**src/rtl/iir_out_fifo_pkg.sv**
```systemverilog
// Shared constants and types for the IIR output buffer.
// Sample width matches the filter datapath; depth/pointer width are the defaults.
// Also holds the per-cycle FIFO operation encoding used by the occupancy counter.
package iir_out_fifo_pkg;

  localparam int SAMPLE_NB   = 10;
  localparam int FIFO_DEPTH  = 8;
  localparam int FIFO_ADDR_W = 3;

  // One bit per port: {write, read}. Values are fixed so the enum can be
  // built directly from the two enables.
  typedef enum logic [1:0] {
    OP_IDLE = 2'b00,
    OP_RD   = 2'b01,
    OP_WR   = 2'b10,
    OP_RDWR = 2'b11
  } fifo_op_e;

endpackage

```
**src/rtl/iir_out_fifo_if.sv**
```systemverilog
// Handshake bundle between the filter/consumer side and the output FIFO.
// slave: FIFO side (takes din/vin/rdy_in/clr_ovf, drives data and status).
// master: environment side (drives samples, ready and overflow clear).
interface iir_out_fifo_if
  import iir_out_fifo_pkg::*;
#(
  parameter int NB     = SAMPLE_NB,
  parameter int ADDR_W = FIFO_ADDR_W
);

  logic [NB-1:0]   din;
  logic            vin;
  logic            rdy_in;
  logic            clr_ovf;
  logic [NB-1:0]   dout;
  logic            vout;
  logic            full;
  logic            empty;
  logic [ADDR_W:0] count;
  logic            ovf;

  modport slave (
    input  din, vin, rdy_in, clr_ovf,
    output dout, vout, full, empty, count, ovf
  );

  modport master (
    output din, vin, rdy_in, clr_ovf,
    input  dout, vout, full, empty, count, ovf
  );

endinterface

```
**src/rtl/iir_out_fifo_regfile.sv**
```systemverilog
// Sample storage: DEPTH x NB, one synchronous write port, one async read port.
// Ports: clk, we_i/waddr_i/wdata_i (write), raddr_i -> rdata_o (combinational read).
// No reset on the array; contents are meaningless until written.
module iir_out_fifo_regfile
  import iir_out_fifo_pkg::*;
#(
  parameter int NB     = SAMPLE_NB,
  parameter int DEPTH  = FIFO_DEPTH,
  parameter int ADDR_W = FIFO_ADDR_W
) (
  input  logic              clk,
  input  logic              we_i,
  input  logic [ADDR_W-1:0] waddr_i,
  input  logic [NB-1:0]     wdata_i,
  input  logic [ADDR_W-1:0] raddr_i,
  output logic [NB-1:0]     rdata_o
);

  logic [NB-1:0] mem_q [DEPTH];

  always_ff @(posedge clk) begin
    if (we_i) begin
      mem_q[waddr_i] <= wdata_i;
    end
  end

  assign rdata_o = mem_q[raddr_i];

endmodule

```
**src/rtl/iir_out_fifo.sv**
```systemverilog
// Elastic output FIFO behind the IIR filter; sample visible the cycle after its write edge.
// Sink backpressure via rdy_in never stalls the filter: writes into a full FIFO with no read are dropped and flag ovf.
// Ports: clk, rst_n (async active-low), bus (slave modport: din/vin/rdy_in/clr_ovf in; dout/vout/full/empty/count/ovf out).
module iir_out_fifo
  import iir_out_fifo_pkg::*;
#(
  parameter int NB     = SAMPLE_NB,
  parameter int DEPTH  = FIFO_DEPTH,
  parameter int ADDR_W = FIFO_ADDR_W
) (
  input  logic          clk,
  input  logic          rst_n,
  iir_out_fifo_if.slave bus
);

  localparam logic [ADDR_W:0] CNT_FULL = (ADDR_W + 1)'(DEPTH);

  logic [ADDR_W-1:0] wr_ptr_q, wr_ptr_d;
  logic [ADDR_W-1:0] rd_ptr_q, rd_ptr_d;
  logic [ADDR_W:0]   count_q,  count_d;
  logic              ovf_q,    ovf_d;

  logic          full;
  logic          empty;
  logic          rd_en;
  logic          wr_en;
  logic          drop;
  fifo_op_e      op;
  logic [NB-1:0] rdata;

  // Status is decoded only from the registered count, so none of these
  // outputs has a combinational path from vin or rdy_in.
  assign full  = (count_q == CNT_FULL);
  assign empty = (count_q == '0);

  assign rd_en = !empty && bus.rdy_in;
  // A full FIFO still accepts a write when the head leaves in the same cycle.
  assign wr_en = bus.vin && (!full || rd_en);
  assign drop  = bus.vin && full && !rd_en;
  assign op    = fifo_op_e'({wr_en, rd_en});

  always_comb begin
    wr_ptr_d = wr_ptr_q;
    rd_ptr_d = rd_ptr_q;
    count_d  = count_q;
    if (wr_en) begin
      wr_ptr_d = wr_ptr_q + ADDR_W'(1);
    end
    if (rd_en) begin
      rd_ptr_d = rd_ptr_q + ADDR_W'(1);
    end
    case (op)
      OP_WR:   count_d = count_q + 1'b1;
      OP_RD:   count_d = count_q - 1'b1;
      default: count_d = count_q;
    endcase
  end

  // A drop in the same cycle as a clear wins, so no overflow is ever lost.
  always_comb begin
    ovf_d = ovf_q;
    if (drop) begin
      ovf_d = 1'b1;
    end else if (bus.clr_ovf) begin
      ovf_d = 1'b0;
    end
  end

  always_ff @(posedge clk or negedge rst_n) begin
    if (!rst_n) begin
      wr_ptr_q <= '0;
      rd_ptr_q <= '0;
      count_q  <= '0;
      ovf_q    <= 1'b0;
    end else begin
      wr_ptr_q <= wr_ptr_d;
      rd_ptr_q <= rd_ptr_d;
      count_q  <= count_d;
      ovf_q    <= ovf_d;
    end
  end

  iir_out_fifo_regfile #(
    .NB     (NB),
    .DEPTH  (DEPTH),
    .ADDR_W (ADDR_W)
  ) u_regfile (
    .clk     (clk),
    .we_i    (wr_en),
    .waddr_i (wr_ptr_q),
    .wdata_i (bus.din),
    .raddr_i (rd_ptr_q),
    .rdata_o (rdata)
  );

  // Force zero when empty so stale storage never appears on the bus.
  assign bus.dout  = empty ? '0 : rdata;
  assign bus.vout  = !empty;
  assign bus.full  = full;
  assign bus.empty = empty;
  assign bus.count = count_q;
  assign bus.ovf   = ovf_q;

endmodule

```
**src/flat_wrapper.sv**
```systemverilog
// flat-port wrapper written by rule: the top's interface ports become plain ports
module iir_out_fifo_flat import iir_out_fifo_pkg::*;
#(
  parameter int NB     = SAMPLE_NB,
  parameter int DEPTH  = FIFO_DEPTH,
  parameter int ADDR_W = FIFO_ADDR_W
)
  (clk, rst_n, bus_din, bus_vin, bus_rdy_in, bus_clr_ovf, bus_dout, bus_vout, bus_full, bus_empty, bus_count, bus_ovf);
  iir_out_fifo_if #(.NB(NB), .ADDR_W(ADDR_W)) bus_i ();
  input  logic clk;
  input  logic rst_n;
  input wire logic [$bits(bus_i.din)-1:0] bus_din;
  input wire logic [$bits(bus_i.vin)-1:0] bus_vin;
  input wire logic [$bits(bus_i.rdy_in)-1:0] bus_rdy_in;
  input wire logic [$bits(bus_i.clr_ovf)-1:0] bus_clr_ovf;
  output wire logic [$bits(bus_i.dout)-1:0] bus_dout;
  output wire logic [$bits(bus_i.vout)-1:0] bus_vout;
  output wire logic [$bits(bus_i.full)-1:0] bus_full;
  output wire logic [$bits(bus_i.empty)-1:0] bus_empty;
  output wire logic [$bits(bus_i.count)-1:0] bus_count;
  output wire logic [$bits(bus_i.ovf)-1:0] bus_ovf;
  assign bus_i.din = bus_din;
  assign bus_i.vin = bus_vin;
  assign bus_i.rdy_in = bus_rdy_in;
  assign bus_i.clr_ovf = bus_clr_ovf;
  assign bus_dout = bus_i.dout;
  assign bus_vout = bus_i.vout;
  assign bus_full = bus_i.full;
  assign bus_empty = bus_i.empty;
  assign bus_count = bus_i.count;
  assign bus_ovf = bus_i.ovf;
  iir_out_fifo #(.NB(NB), .DEPTH(DEPTH), .ADDR_W(ADDR_W)) u_core (.clk(clk), .rst_n(rst_n), .bus(bus_i));
endmodule
```
**config.mk**
```make
export PLATFORM = sky130hd
export DESIGN_NAME = iir_out_fifo_flat
export DESIGN_NICKNAME = d
export VERILOG_FILES = /design/src/rtl/iir_out_fifo_pkg.sv /design/src/rtl/iir_out_fifo_if.sv /design/src/rtl/iir_out_fifo_regfile.sv /design/src/rtl/iir_out_fifo.sv /design/src/flat_wrapper.sv
export SDC_FILE = /design/constraint.sdc
export NUM_CORES = 1
export LEC_CHECK = 0
export ABC_AREA = 1
export CAP_MARGIN = 40
export CORE_MARGIN = 10
export CORE_UTILIZATION = 45
export DETAILED_ROUTE_END_ITERATION = 10
export GPL_ROUTABILITY_DRIVEN = 0
export SYNTH_ARGS = -nofsm -noshare
export SYNTH_HDL_FRONTEND = slang
export SYNTH_SLANG_ARGS = --single-unit
export TNS_END_PERCENT = 50
```
**constraint.sdc**
```tcl
create_clock -name clk -period 5.2 [get_ports clk]
set_clock_uncertainty 0.15 [all_clocks]
set_input_delay 0.78 -clock clk [delete_from_list [all_inputs] [get_ports clk]]
set_output_delay 0.78 -clock clk [all_outputs]
set_load 0.005 [all_outputs]
```
### After elaboration in Yosys (flattened, before gate mapping)

Memories as Yosys holds them, arrays and structs flattened.
Cells that the tools add are included.

| storage, ports and cells | value |
|---|---|
| output and inout bits | 18 |
| word-level logic and storage cells | 29 |
| register bits | 11 |
| input bits | 15 |
| RAM bits | 80 |
| memories kept | 1 |

Memories:

| memory | words | bits a word | read ports | clocked after Yosys merged registers in | wr ports | RTL line | RTL |
|---|---|---|---|---|---|---|---|
| u_core.u_regfile.mem_q | 8 | 10 | 1 | 0 | 1 | iir_out_fifo_regfile.sv:19 | `logic [NB-1:0] mem_q [DEPTH];` |

| cells by class | value |
|---|---|
| reduce and logical (&&, ||, !) cells | 11 |
| $add $sub $neg | 4 |
| equal/unequal tests | 3 |
| muxes and demuxes | 6 |

Operator list:

| cell | count |
|---|---|
| 10-bit 2-to-1 mux | 1 |
| 4-bit one-hot mux with 2 select lines | 1 |
| 3-bit by 1-bit adder with 3-bit output (second input constant) | 2 |
| 4-bit by 1-bit adder with 4-bit output (second input constant) | 1 |
| 4-bit == test (second input constant) | 1 |
| 1-bit logical AND | 4 |
| 4-bit logical NOT | 1 |
| 1-bit 2-to-1 mux | 4 |
| 2-bit nonzero test | 2 |
| 4-bit by 1-bit subtractor with 4-bit output (second input constant) | 1 |
| 1-bit logical NOT | 3 |
| 2-bit by 1-bit == test with 1-bit output (second input constant) | 1 |
| 2-bit == test (second input constant) | 1 |
| 1-bit logical OR | 1 |

### Logic depth before layout (Yosys ltp)

| logic depth | value |
|---|---|
| depth after elaboration | 7 |
| depth in mapped cells | 14 |
| mapped depth without buffers | 14 |

### Cells and area by module

Synthesis repeated with hierarchy kept, for this count alone.

| unflattened totals | value |
|---|---|
| cells, all modules | 457 |
| area total of the unflattened synthesis | 4,356.7 um^2 |

Modules (own cells, without submodules):

| module | area each (um^2) | cells an instance | times used | seq. area each (um^2) |
|---|---|---|---|---|
| iir_out_fifo_regfile | 3,613.5 | 364 | 1 | 2,402.3 |
| iir_out_fifo | 743.2 | 93 | 1 | 275.3 |

### Worst setup path after synthesis

No wires, ideal clock.

| timing path | value |
|---|---|
| kind | input to register |
| start | in bus_rdy_in |
| end | reg u_core.count_q[2], in the netlist u_core.bus.count[2] |
| arrival | 1.954 ns |
| required time | 4.968 ns |
| stages on the path | 11 |
| slack | 3.015 ns |
| cell sequence | inv_1 nand2_4 nand2_4 ha_1 nand2_1 inv_1 nor2_1 ha_1 a21oi_1 or2_1 a31oi_1 |

| on the way | value |
|---|---|
| cells in the longest elaborated chain, start to end | 5 |

Ends and longest elaborated chain:

| element | RTL line | RTL |
|---|---|---|
| start: declaration | flat_wrapper.sv:14 | `input wire logic [$bits(bus_i.rdy_in)-1:0] bus_rdy_in;` |
| 1-bit logical AND (*) | iir_out_fifo.sv:36 | `assign rd_en = !empty && bus.rdy_in;` |
| 1-bit logical OR | iir_out_fifo.sv:38 | `assign wr_en = bus.vin && (!full \|\| rd_en);` |
| 1-bit logical AND | iir_out_fifo.sv:38 |  |
| 2-bit by 1-bit == test with 1-bit output or 2-bit == test (tied branches) | iir_out_fifo.sv:52 | `case (op)` |
| 4-bit one-hot mux with 2 select lines or 2-bit nonzero test (tied branches) | n/a |  |
| end signal: assignment | iir_out_fifo.sv:78 | `count_q <= count_d;` |
| end: declaration | iir_out_fifo.sv:20 | `logic [ADDR_W:0] count_q, count_d;` |

Mark *: on every way between the ends. The rest lies on a longest branch, timed or not.
A chain may end at the register's enable or synchronous reset.

### Final worst setup path

| timing path | value |
|---|---|
| start | reg u_core.rd_ptr_q[0] |
| end | out bus_dout[0] |

| on the way | value |
|---|---|
| cells in the longest elaborated chain, start to end | 2 |

Ends and longest elaborated chain:

| element | RTL line | RTL |
|---|---|---|
| start: declaration | iir_out_fifo.sv:19 | `logic [ADDR_W-1:0] rd_ptr_q, rd_ptr_d;` |
| start signal: assignment | iir_out_fifo.sv:77 | `rd_ptr_q <= rd_ptr_d;` |
| memory 8 x 10 bit | n/a |  |
| 10-bit 2-to-1 mux | iir_out_fifo.sv:97 | `assign bus.dout = empty ? '0 : rdata;` |
| end: declaration | flat_wrapper.sv:16 | `output wire logic [$bits(bus_i.dout)-1:0] bus_dout;` |

Every way passes these cells.

==> results.json <==
{
  "io_pins": 33,
  "crit_chain": "buf_4 > inv_2 > nor2_1 > o22ai_1 > nor2_1 > nor2_1 > clkdlybuf4s50_1",
  "synth_edf_count": 80,
  "use_met1_pct": 17.2,
  "hold_path_class": "reg -> reg",
  "synth.top_cell.area_share_pct": 62.6,
  "clockRootBuffer": "clkbuf_8",
  "arrival_ns": 2.62,
  "worst_pin_slew_ns": 0.808,
  "die_w_microns": 112,
  "rsz0062_at_grt": "no",
  "multi_input_area_sq_um": 1020,
  "cts.path.max_buffers": 2,
  "die_area_sq_um": 12600,
  "via_count": 2439,
  "cts_setup_buffers": 0,
  "hold_buffers": 0,
  "htree_levels": 3,
  "synth_area_leader_cell": "edfxtp_1",
  "synth_area_sq_um": 3830,
  "cts.sinks": 91,
  "diodes": 0,
  "syn_area_per_cell_sq_um": 11.7,
  "synthTopCellsByCount": "80 x edfxtp_1, 77 x nor2_1, 35 x nand2_1, 35 x o21ai_1, 11 x dfrtp_1",
  "clk_latency_ns": 0.35,
  "drtIter0Drc": 112,
  "cp_slowest_stage_delay_ns": 0.58,
  "path_class": "reg -> out",
  "status": "completed",
  "wirelength_mm": 8.12,
  "final_layout_size_suffix_gt1_share_pct": 10.7,
  "critPathTopFamily": "buffers and inverters",
  "pwr-share-comb_pct": 39.0,
  "wl_per_cell_microns": 17.3,
  "cp_data_required_time_ns": 4.27,
  "worstHoldPathCells": 2,
  "dr.pass1.iters": 4,
  "core_area_sq_um": 8260,
  "cts_buffers": 9,
  "antenna_left": 0,
  "yosysMostFrequentCell": "edfxtp_1",
  "grt_pass1_vias": 2479,
  "yosys-top-cells-area": "edfxtp_1 63%, nor2_1 7.5%, dfrtp_1 7.2%, o21ai_1 4.6%, nand2_1 3.4%",
  "timing.slew.headroom_pct": 46.1,
  "cap_viol_max_count": 0,
  "cp-end-kind": "output port",
  "post-route-util_pct": 53.9,
  "ys_types": 30,
  "start_util_pct": 46.4,
  "nets": 381,
  "cp.buffers_inverters": 3,
  "grt-ovfl-total": 0,
  "fin_tns_setup_ns": 0,
  "finalCritPeriodShare_pct": 68.4,
  "path_depth": 7,
  "p_sw_share_pct": 36.2,
  "via_per_inst": 5.19,
  "grt_most_used_layer": "met2",
  "max_freq_mhz": 281,
  "synth_fp_nets": 347,
  "seqCellArea_sq_um": 2680,
  "drv_slew": 0,
  "die_y_microns": 112,
  "synth_ff_type": "edfxtp_1",
  "vdd_drop_max_v": 0.000199,
  "final-hold-violation-count": 0,
  "reg2reg_depth": 12,
  "hpwl_mm": 5.34,
  "cp_slowest_cell": "inv_2",
  "worst_path_most_repeated_cell": "nor2_1",
  "std_cell_rows": 33,
  "drc": 0,
  "cts_resized": 0,
  "synthArstFlopShare_pct": 12.1,
  "antenna_found_initial": 0,
  "powerDensity_nw_per_um2": 544,
  "synth-warning-count": 0,
  "critPathLaunchType": "register",
  "grt_use_met2_pct": 21.3,
  "setup_viol": 0,
  "grt_max_degree": 44,
  "ys_seq_area_share_pct": 69.8,
  "seq_power_share_pct": 41.8,
  "clkPwrFrac_pct": 19.2,
  "clk_pin_slew_worst_paths_ns": 0.09,
  "leakage_uw": 0.00160,
  "grt.met3_usage_pct": 2.56,
  "p_int_uw": 1550,
  "fill_cells": 718,
  "worstPathMaxFanout": 43,
  "netlist_instances": 327,
  "grt_first_pass_wirelength_mm": 13.4,
  "port_buffers": 32,
  "track_usage_pct": 13.2,
  "area_growth_pct": 16.1,
  "min_period_ns": 3.55,
  "p_sw_uw": 876,
  "ys_seq_elements": 91,
  "cts_tree": "yes"
}
cells by family after synthesis:
kind of cell,share of synthesized area [%]
AOI/OAI and AO/OA,9.76
xor gates and xnor gates,0.685
adders and majority gates,1.63
buffers and inverters,3.49
DFF,69.8
and+or+nand+nor,14.6
metrics by stage:
stage | hold slack (ns) | setup WS, ns | total power (uW) | cell area [sq um] | instances
after floorplan | 0.332 | 3.01 | 1600 | 3830 | 327
after global placement | 0.355 | 2.02 | 1970 | 4220 | 451
after detailed placement | 0.363 | 2.01 | 1990 | 4260 | 455
after CTS | 0.384 | 1.62 | 2450 | 4450 | 470
after global routing | 0.438 | 1.41 | 2600 | 4450 | 470
final | 0.386 | 1.65 | 2420 | 4450 | 470
power by group through the flow:
stage / Clock, uW / Sequential, uW / Combinational, uW
after floorplan: 0 / 988 / 609
after CTS: 472 / 1010 / 962
after detailed placement: 0 / 1030 / 959
final: 465 / 1010 / 945
after global routing: 506 / 1030 / 1070
after global placement: 0 / 1030 / 942
placed cells by master (no fill, tap or decap), types with 4 or more instances in the layout:
cell / instances
o211ai_1: 10
o21ai_0: 10
clkdlybuf4s50_1: 32
nor2_1: 77
ha_1: 5
clkbuf_8: 9
nand2_1: 35
inv_2: 6
o21ai_1: 35
edfxtp_1: 80
buf_4: 4
o22ai_1: 10
nor2_2: 4
dfrtp_1: 11
nand3_1: 5
inv_1: 8
sequential cells by signal, indices dropped and copies added, names as in the netlist:
signal                  cells
u_core.bus.ovf              1
u_core.u_regfile.mem_q     80
u_core.wr_ptr_q             3
u_core.rd_ptr_q             3
u_core.bus.count            4
layer usage:
layer,wire [microns],vias up
li1,-,1208
met1,3760,1175
met2,3950,44
met3,285,12
met4,127,0
met5,0,-
area by class of cell:
type / count / share of cell area, %
inverters: 15 / 1.26
repair buffers: 38 / 8.37
well taps: 105 / 2.95
multi-input cells: 206 / 23.0
clock buffers: 9 / 2.78
clock inverters: 6 / 1.52
flip-flops and latches: 91 / 60.1
final timing paths:
kind	from	end	slack (ns)
min reg2reg	u_core.bus.ovf$_DFFE_PN0P_	u_core.bus.ovf$_DFFE_PN0P_	0.39
max	u_core.rd_ptr_q[0]$_DFFE_PN0P_	bus_dout[0]	1.65
min in group asynchronous	rst_n	u_core.wr_ptr_q[1]$_DFFE_PN0P_	0.62
min	u_core.bus.ovf$_DFFE_PN0P_	u_core.bus.ovf$_DFFE_PN0P_	0.39
max in group asynchronous	rst_n	u_core.rd_ptr_q[2]$_DFFE_PN0P_	3.91
max reg2reg	u_core.bus.count[1]$_DFFE_PN0P_	u_core.bus.count[2]$_DFFE_PN0P_	2.94
tightest hold or removal path: stages (launching register included):
cell     delay [ns]
dfrtp_1        0.39
inv_1          0.05
o21ai_0        0.06
No activity file was read; power rests on OpenSTA's default activity.
